## src/rtl/fifo_read_stage_pkg.sv

```systemverilog
// Shared NoC FIFO definitions: output-buffer depth and packet-tracker state.
package fifo_read_stage_pkg;

  localparam int BUF_DEPTH = 2;

  typedef enum logic {
    HEADER = 1'b0,
    BODY   = 1'b1
  } pkt_state_e;

endpackage

```

## src/rtl/fifo_read_skid_buf.sv

```systemverilog
// Two-entry in-order output buffer with occupancy count; storage itself is not reset.
module fifo_read_skid_buf
  import fifo_read_stage_pkg::*;
#(
  parameter int DATA_WIDTH = 32
) (
  input  logic                  clk,
  input  logic                  rst,
  input  logic                  wr_en,
  input  logic [DATA_WIDTH-1:0] wr_data,
  input  logic                  rd_en,
  output logic [DATA_WIDTH-1:0] rd_data,
  output logic [1:0]            count
);

  localparam int PTR_W = $clog2(BUF_DEPTH);

  logic [DATA_WIDTH-1:0] mem [BUF_DEPTH];
  logic [PTR_W-1:0]      head_q;
  logic [PTR_W-1:0]      tail_q;
  logic [1:0]            count_q;

  always_ff @(posedge clk or negedge rst) begin
    if (!rst) begin
      head_q  <= '0;
      tail_q  <= '0;
      count_q <= '0;
    end else begin
      if (wr_en) tail_q <= tail_q + PTR_W'(1);
      if (rd_en) head_q <= head_q + PTR_W'(1);
      count_q <= count_q + {1'b0, wr_en} - {1'b0, rd_en};
    end
  end

  always_ff @(posedge clk) begin
    if (wr_en) mem[tail_q] <= wr_data;
  end

  assign rd_data = mem[head_q];
  assign count   = count_q;

endmodule

```

## src/rtl/fifo_read_stage.sv

```systemverilog
// FIFO read stage: issues storage reads, absorbs the one-cycle read latency in a
// two-entry buffer, and optionally marks packet ends (macro FIFO_READ_STAGE_LAST_EN).
module fifo_read_stage
  import fifo_read_stage_pkg::*;
#(
  parameter int DATA_WIDTH = 32,
  parameter int LEN_LSB    = 0,
  parameter int LEN_WIDTH  = 5
) (
  input  logic                  clk,
  input  logic                  rst,
  input  logic                  empty_in,
  output logic                  rd_en_out,
  input  logic [DATA_WIDTH-1:0] rdata_in,
  output logic [DATA_WIDTH-1:0] data_out,
  output logic                  valid_out,
  input  logic                  ready_in,
  output logic                  last_out,
  output logic [1:0]            count_out
);

  if (LEN_LSB + LEN_WIDTH > DATA_WIDTH) begin : g_len_check
    $error("length field exceeds flit width");
  end

  // Handshake: a flit transfers in any cycle where valid_out && ready_in; once
  // valid_out is high, data_out stays put until that transfer happens.
  logic       inflight_q;
  logic       run_q;
  logic       pop;
  logic [1:0] count;
  logic [2:0] occ;

  assign valid_out = (count != 2'd0);
  assign pop       = valid_out & ready_in;
  assign occ       = {1'b0, count} + {2'b0, inflight_q} - {2'b0, pop};
  // run_q keeps reads off until the first edge after reset release.
  assign rd_en_out = run_q & ~empty_in & (occ < 3'(BUF_DEPTH));
  assign count_out = count;

  always_ff @(posedge clk or negedge rst) begin
    if (!rst) begin
      inflight_q <= 1'b0;
      run_q      <= 1'b0;
    end else begin
      inflight_q <= rd_en_out;
      run_q      <= 1'b1;
    end
  end

  fifo_read_skid_buf #(
    .DATA_WIDTH(DATA_WIDTH)
  ) u_buf (
    .clk    (clk),
    .rst    (rst),
    .wr_en  (inflight_q),
    .wr_data(rdata_in),
    .rd_en  (pop),
    .rd_data(data_out),
    .count  (count)
  );

`ifdef FIFO_READ_STAGE_LAST_EN
  pkt_state_e           state_q, state_d;
  logic [LEN_WIDTH-1:0] rem_q, rem_d;
  logic [LEN_WIDTH-1:0] hdr_len;
  logic                 is_last;

  assign hdr_len = data_out[LEN_LSB +: LEN_WIDTH];

  always_ff @(posedge clk or negedge rst) begin
    if (!rst) begin
      state_q <= HEADER;
      rem_q   <= '0;
    end else begin
      state_q <= state_d;
      rem_q   <= rem_d;
    end
  end

  // A header length of 0 or 1 is a single-flit packet.
  always_comb begin
    state_d = state_q;
    rem_d   = rem_q;
    is_last = (state_q == HEADER) ? (hdr_len <= LEN_WIDTH'(1)) : (rem_q == LEN_WIDTH'(1));
    if (pop) begin
      case (state_q)
        HEADER: begin
          if (hdr_len > LEN_WIDTH'(1)) begin
            rem_d   = hdr_len - LEN_WIDTH'(1);
            state_d = BODY;
          end
        end
        BODY: begin
          rem_d = rem_q - LEN_WIDTH'(1);
          if (rem_q == LEN_WIDTH'(1)) state_d = HEADER;
        end
        default: state_d = HEADER;
      endcase
    end
  end

  assign last_out = valid_out & is_last;
`else
  assign last_out = 1'b0;
`endif

endmodule

```

## config.mk

```make
export PLATFORM = sky130hd
export DESIGN_NAME = fifo_read_stage
export DESIGN_NICKNAME = d
export VERILOG_FILES = /design/src/rtl/fifo_read_stage_pkg.sv /design/src/rtl/fifo_read_skid_buf.sv /design/src/rtl/fifo_read_stage.sv
export SDC_FILE = /design/constraint.sdc
export NUM_CORES = 1
export LEC_CHECK = 0
export CAP_MARGIN = 15
export CORE_MARGIN = 3
export CORE_UTILIZATION = 35
export CTS_CLUSTER_SIZE = 28
export DETAILED_ROUTE_END_ITERATION = 10
export PLACE_DENSITY = 0.72
export SYNTH_ARGS = -nofsm -noshare
export SYNTH_HDL_FRONTEND = slang
export SYNTH_SLANG_ARGS = --single-unit
```

## constraint.sdc

```tcl
create_clock -name clk -period 6.7 [get_ports clk]
set_input_delay 1.34 -clock clk [delete_from_list [all_inputs] [get_ports clk]]
set_output_delay 1.34 -clock clk [all_outputs]
set_load 0.1 [all_outputs]
```

==> results_dict.tcl, run 1 <==
set metrics [dict create \
    clock_sinks 70 \
    track_usage 0.106 \
    design_area_um2 3740 \
    ys_ff_latch 70 \
    cp-start-kind "input port" \
    final_cell_mix "clkdlybuf4s50_1 (70), edfxtp_1 (64), mux2_4 (29)" \
    diodes 0 \
    yosysTopAreaCellShare 0.700 \
    rsz0062_at_grt "false" \
    grt_max_degree 34 \
    crit_path_end_kind "output pin" \
    slew_violations 0 \
    placementRows 31 \
    post_dp_cell_area_um2 3520 \
    netlist_instances 124 \
    insertion_delay_ns 0.33 \
    synthXorXnorAreaFrac 0.00957 \
    fin_crit_ns 4.90 \
    cts_root_buffer "clkbuf_8" \
    timing.fmax_mhz 204 \
    max-clock-path-buffers 2 \
    outcome "complete, no violations" \
    syn_nets 163 \
    first_pass_iters 4 \
    ys_warn_count 0 \
    tightest_slew_ns 1.03 \
    finClkSkew_ns 0.00719 \
    num_vias 1295 \
    hold_viol_final 0 \
    dp_hpwl_um 2980 \
    cts_max_level 3 \
    layout-drive-gt1-share 0.256 \
    area_growth_syn_to_layout_pct 36.3 \
    worst_slack_ns 1.80 \
    die_y_um 94.6 \
    cts_resized 0 \
    pre_cts_ws_ns 1.79 \
    wl_met2_um 2290 \
    synth_mux_area_frac 0.171 \
    place.gp.congestion 0.625 \
    initial_core_util 0.369 \
    final_antenna_net_count 0 \
    routed_via_density 4.23 \
    synthTopCellsByArea "edfxtp_1 (70%), mux2_4 (16%), dfrtp_1 (5.5%)" \
    clk_pin_slew_ns 0.07 \
    dr_wl_met3_um 270 \
    min_path_type "flop to flop" \
    drc 0 \
    synth_top_family_by_area "multiplexers" \
    period_share 0.732 \
    core_area_um2 7450 \
    synth-simple-area-share 0.00911 \
    synthAdderAreaFrac 0.0164 \
    grt_pass1_vias 1439 \
    wl_per_cell_um 14.8 \
    ioPinCount 73 \
    cts_tree "done" \
    crit_path_max_fanout 2 \
    tns_ns 0 \
    grt_pass1_wl_um 6930 \
    ys_types 18 \
    synth_compound_area_frac 0.00273 \
    cp_data_arrival_time_ns 3.56 \
    wirelength_um 4520 \
    ys_seq_area_frac 0.754 \
    setup_viol 0 \
    required_ns 5.36 \
    critPathKind "input port to output pin" \
    yosysTopAreaCell "edfxtp_1" \
    die-area_um2 8950 \
    final_nets 241 \
    drv_cap 0 \
    postCtsSetupRepairBufs 0 \
    grt_antenna_before_repair 0 \
    wl_met1_um 1910 \
    postSynthAreaPerCell_um2 22.1 \
    fin_hold_ws_ns 0.528 \
    maxUsedRoutingLayer "met4" \
    cts_buffers 9 \
    ctsHoldBuffers 0 \
    synth_area_um2 2750 \
    port_buffers 71 \
    die_w_um 94.6 \
    dr.first_iter.drc_count 48 \
    grt_overflow 0 \
    maxSlewHeadroom 0.313 \
    mostFrequentLayoutCell "clkdlybuf4s50_1" \
]
-- layer usage --
metal  global-route usage  up-vias
met5                    0        -
met4               0.0577        0
met3               0.0287        6
met2                0.175       48
met1                0.125      619
li1                     -      622
-- final timing paths --
check,from,to,slack [ns],cells past startpoint
max,ready_in,rd_en_out,1.80,8
min,inflight_q$_DFF_PN0_,u_buf.tail_q$_DFFE_PN0P_,0.53,1
max reg2reg,u_buf.count[1]$_DFF_PN0_,inflight_q$_DFF_PN0_,4.61,7
min reg2reg,inflight_q$_DFF_PN0_,u_buf.tail_q$_DFFE_PN0P_,0.53,1
max in group asynchronous,rst,u_buf.head_q$_DFFE_PN0P_,5.21,1
min in group asynchronous,rst,u_buf.count[0]$_DFF_PN0_,1.25,1
-- cell families after synthesis --
family / count (synthesis)
buffers and inverters: 9
adders and majority gates: 3
AOI/OAI and AO/OA: 1
xor gates and xnor gates: 3
muxes: 32
and+or+nand+nor: 4
DFF: 70
other: 2
-- cells in the mapped netlist (all sizes together) --
| library cell | n |
|---|---|
| xnor2 | 1 |
| o21a | 1 |
| ha | 2 |
| conb | 2 |
| fa | 1 |
| nor4b | 1 |
| mux2 | 32 |
| nor2b | 1 |
| buf | 5 |
| and2 | 1 |
| xor2 | 2 |
| inv | 4 |
| edfxtp | 64 |
| nand2 | 1 |
| dfrtp | 6 |
-- sequential cells by signal, summed over array words and instances, names as in the netlist --
signal        cells
u_buf.head_q      1
u_buf.tail_q      1
u_buf.mem        64
u_buf.count       2
inflight_q        1
run_q             1
-- metrics by stage --
stage               utilization  std cells
global route              0.503        306
detailed placement        0.473        290
floorplan                     -        124
global placement          0.473        290
finish                    0.503        306
CTS                       0.503        306
-- critical path: stages --
cell,delay (ns)
clkdlybuf4s50_1,0.46
o21a_1,0.17
ha_1,0.25
inv_1,0.06
ha_1,0.16
fa_1,0.45
nor4b_2,0.32
buf_4,0.35
-- layout make-up --
cell class / count / area, um^2
Multi-Input combinational cell: 45 / 594
Timing Repair Buffer: 72 / 716
Clock buffer: 9 / 124
Clock inverter: 7 / 97.6
Inverter: 4 / 15.0
Fill cell: 641 / 3700
Tap cell: 99 / 124
Sequential cell: 70 / 2070
Power of run 1 is not shown: default switching activity piles up to over one toggle a cycle in this logic, so the estimate is an artifact.
==> inputs of run 2 (changes only) <==
- PLACE_DENSITY: 0.72 -> 0.74
- clock period: 6.7 -> 4.05 ns (I/O delays scaled with it)
==> run 2 against run 1 <==
Effect of this change: clock-buffer cell count stayed put; critical path type unchanged; critical endpoint unchanged; first-iteration DRC count shrank 21%; core utilization decreased by 1.1 points.
==> results_dict.tcl, run 2 (same netlist as run 1, synthesis figures left out) <==
set metrics [dict create \
    clk_pin_slew_ns 0.07 \
    whs_path_depth 1 \
    setup_viol 0 \
    cp_data_arrival_time_ns 2.91 \
    slew_violations 0 \
    timing.fmax_mhz 269 \
    finClkSkew_ns 0.00394 \
    clock_sinks 70 \
    ioPinCount 73 \
    cp-start-kind "input port" \
    hold_viol_final 0 \
    initial_core_util 0.369 \
    die_y_um 94.6 \
    area_growth_syn_to_layout_pct 33.3 \
    fin_crit_ns 3.72 \
    drv_cap 0 \
    tns_ns 0 \
    first_pass_iters 4 \
    drc 0 \
    place.gp.congestion 0.682 \
    die-area_um2 8950 \
    period_share 0.918 \
    crit_path_end_kind "output pin" \
    num_vias 1321 \
    cts_root_buffer "clkbuf_8" \
    r2r_cells 6 \
    final_cell_mix "edfxtp_1 (64), clkdlybuf4s50_1 (38), buf_4 (33)" \
    tightest_slew_ns 1.04 \
    die_w_um 94.6 \
    routed_via_density 4.32 \
    worst_r2r_startpoint "u_buf.count[1]$_DFF_PN0_" \
    final_nets 241 \
    regMostFlops "u_buf.mem" \
    insertion_delay_ns 0.34 \
    dr.first_iter.drc_count 38 \
    maxSlewHeadroom 0.305 \
    grt_use_met3 0.0494 \
    cts_max_level 3 \
    grt_pass1_vias 1505 \
    track_usage 0.111 \
    cts_tree "done" \
    max-clock-path-buffers 2 \
    design_area_um2 3660 \
    post_dp_cell_area_um2 3460 \
    layout-drive-gt1-share 0.411 \
    cts_buffers 9 \
    placementRows 31 \
    grt_overflow 0 \
    mostFrequentLayoutCell "edfxtp_1" \
    required_ns 3.24 \
    critPathKind "input port to output pin" \
    min_to "u_buf.tail_q$_DFFE_PN0P_" \
    grt_max_degree 34 \
    use_met2 0.172 \
    port_buffers 71 \
    final_antenna_net_count 0 \
    wirelength_um 4650 \
    largest_register_ffs 64 \
    min_from "inflight_q$_DFF_PN0_" \
    rsz0062_at_grt "false" \
    ff2ff_setup_slack_ns 1.95 \
    crit_path_max_fanout 2 \
    rr_endpoint "inflight_q$_DFF_PN0_" \
    grt_pass1_wl_um 7200 \
    ctsHoldBuffers 0 \
    dp_hpwl_um 3000 \
    busiest_layer "met2" \
    cts_resized 0 \
    postCtsSetupRepairBufs 0 \
    grt_util_met1 0.129 \
    wl_per_cell_um 15.2 \
    outcome "complete, no violations" \
    grt_antenna_before_repair 0 \
    min_path_type "flop to flop" \
    diodes 0 \
    core_area_um2 7450 \
]
## run 2: area by class of cell
class                      count  area [um^2]
timing repair buffer          72          648
fill                         644         3790
clock buffer                   9          124
inverter                       4         15.0
clock inverter                 7         73.8
multi-input combinational     45          603
tap                           99          124
sequential                    70         2070
## run 2: how the worst max path moves through the flow
stage	from	to	slack, ns	cells after the start
6_report	ready_in	rd_en_out	0.33	8
5_1_grt	ready_in	rd_en_out	0.22	9
2_1_floorplan	u_buf.count[0]$_DFF_PN0_	rd_en_out	0.03	7
4_1_cts	ready_in	rd_en_out	0.30	9
3_3_place_gp	ready_in	rd_en_out	0.36	8
3_5_place_dp	ready_in	rd_en_out	0.30	9
## run 2: metrics by stage
stage	utilization	hold WS (ns)	std cells	setup WS (ns)
after floorplan	-	0.455	124	0.0337
after global placement	0.465	0.513	290	0.363
after detailed placement	0.465	0.530	290	0.302
after CTS	0.492	0.552	306	0.299
after global routing	0.492	0.571	306	0.222
final	0.492	0.539	306	0.332
## run 2: critical path, cell delays in order
cell and delay [ns]:
clkdlybuf4s50_1 0.40, o21a_1 0.13, ha_1 0.28, inv_1 0.04
ha_1 0.18, fa_1 0.49, nor4b_4 0.36, buf_12 0.22
## run 2: metal layers
metal / vias up / wire length (um)
li1: 624 / -
met1: 634 / 1950
met2: 56 / 2210
met3: 7 / 417
met4: 0 / 65
met5: - / 0
Power of run 2 is left out for the same reason.
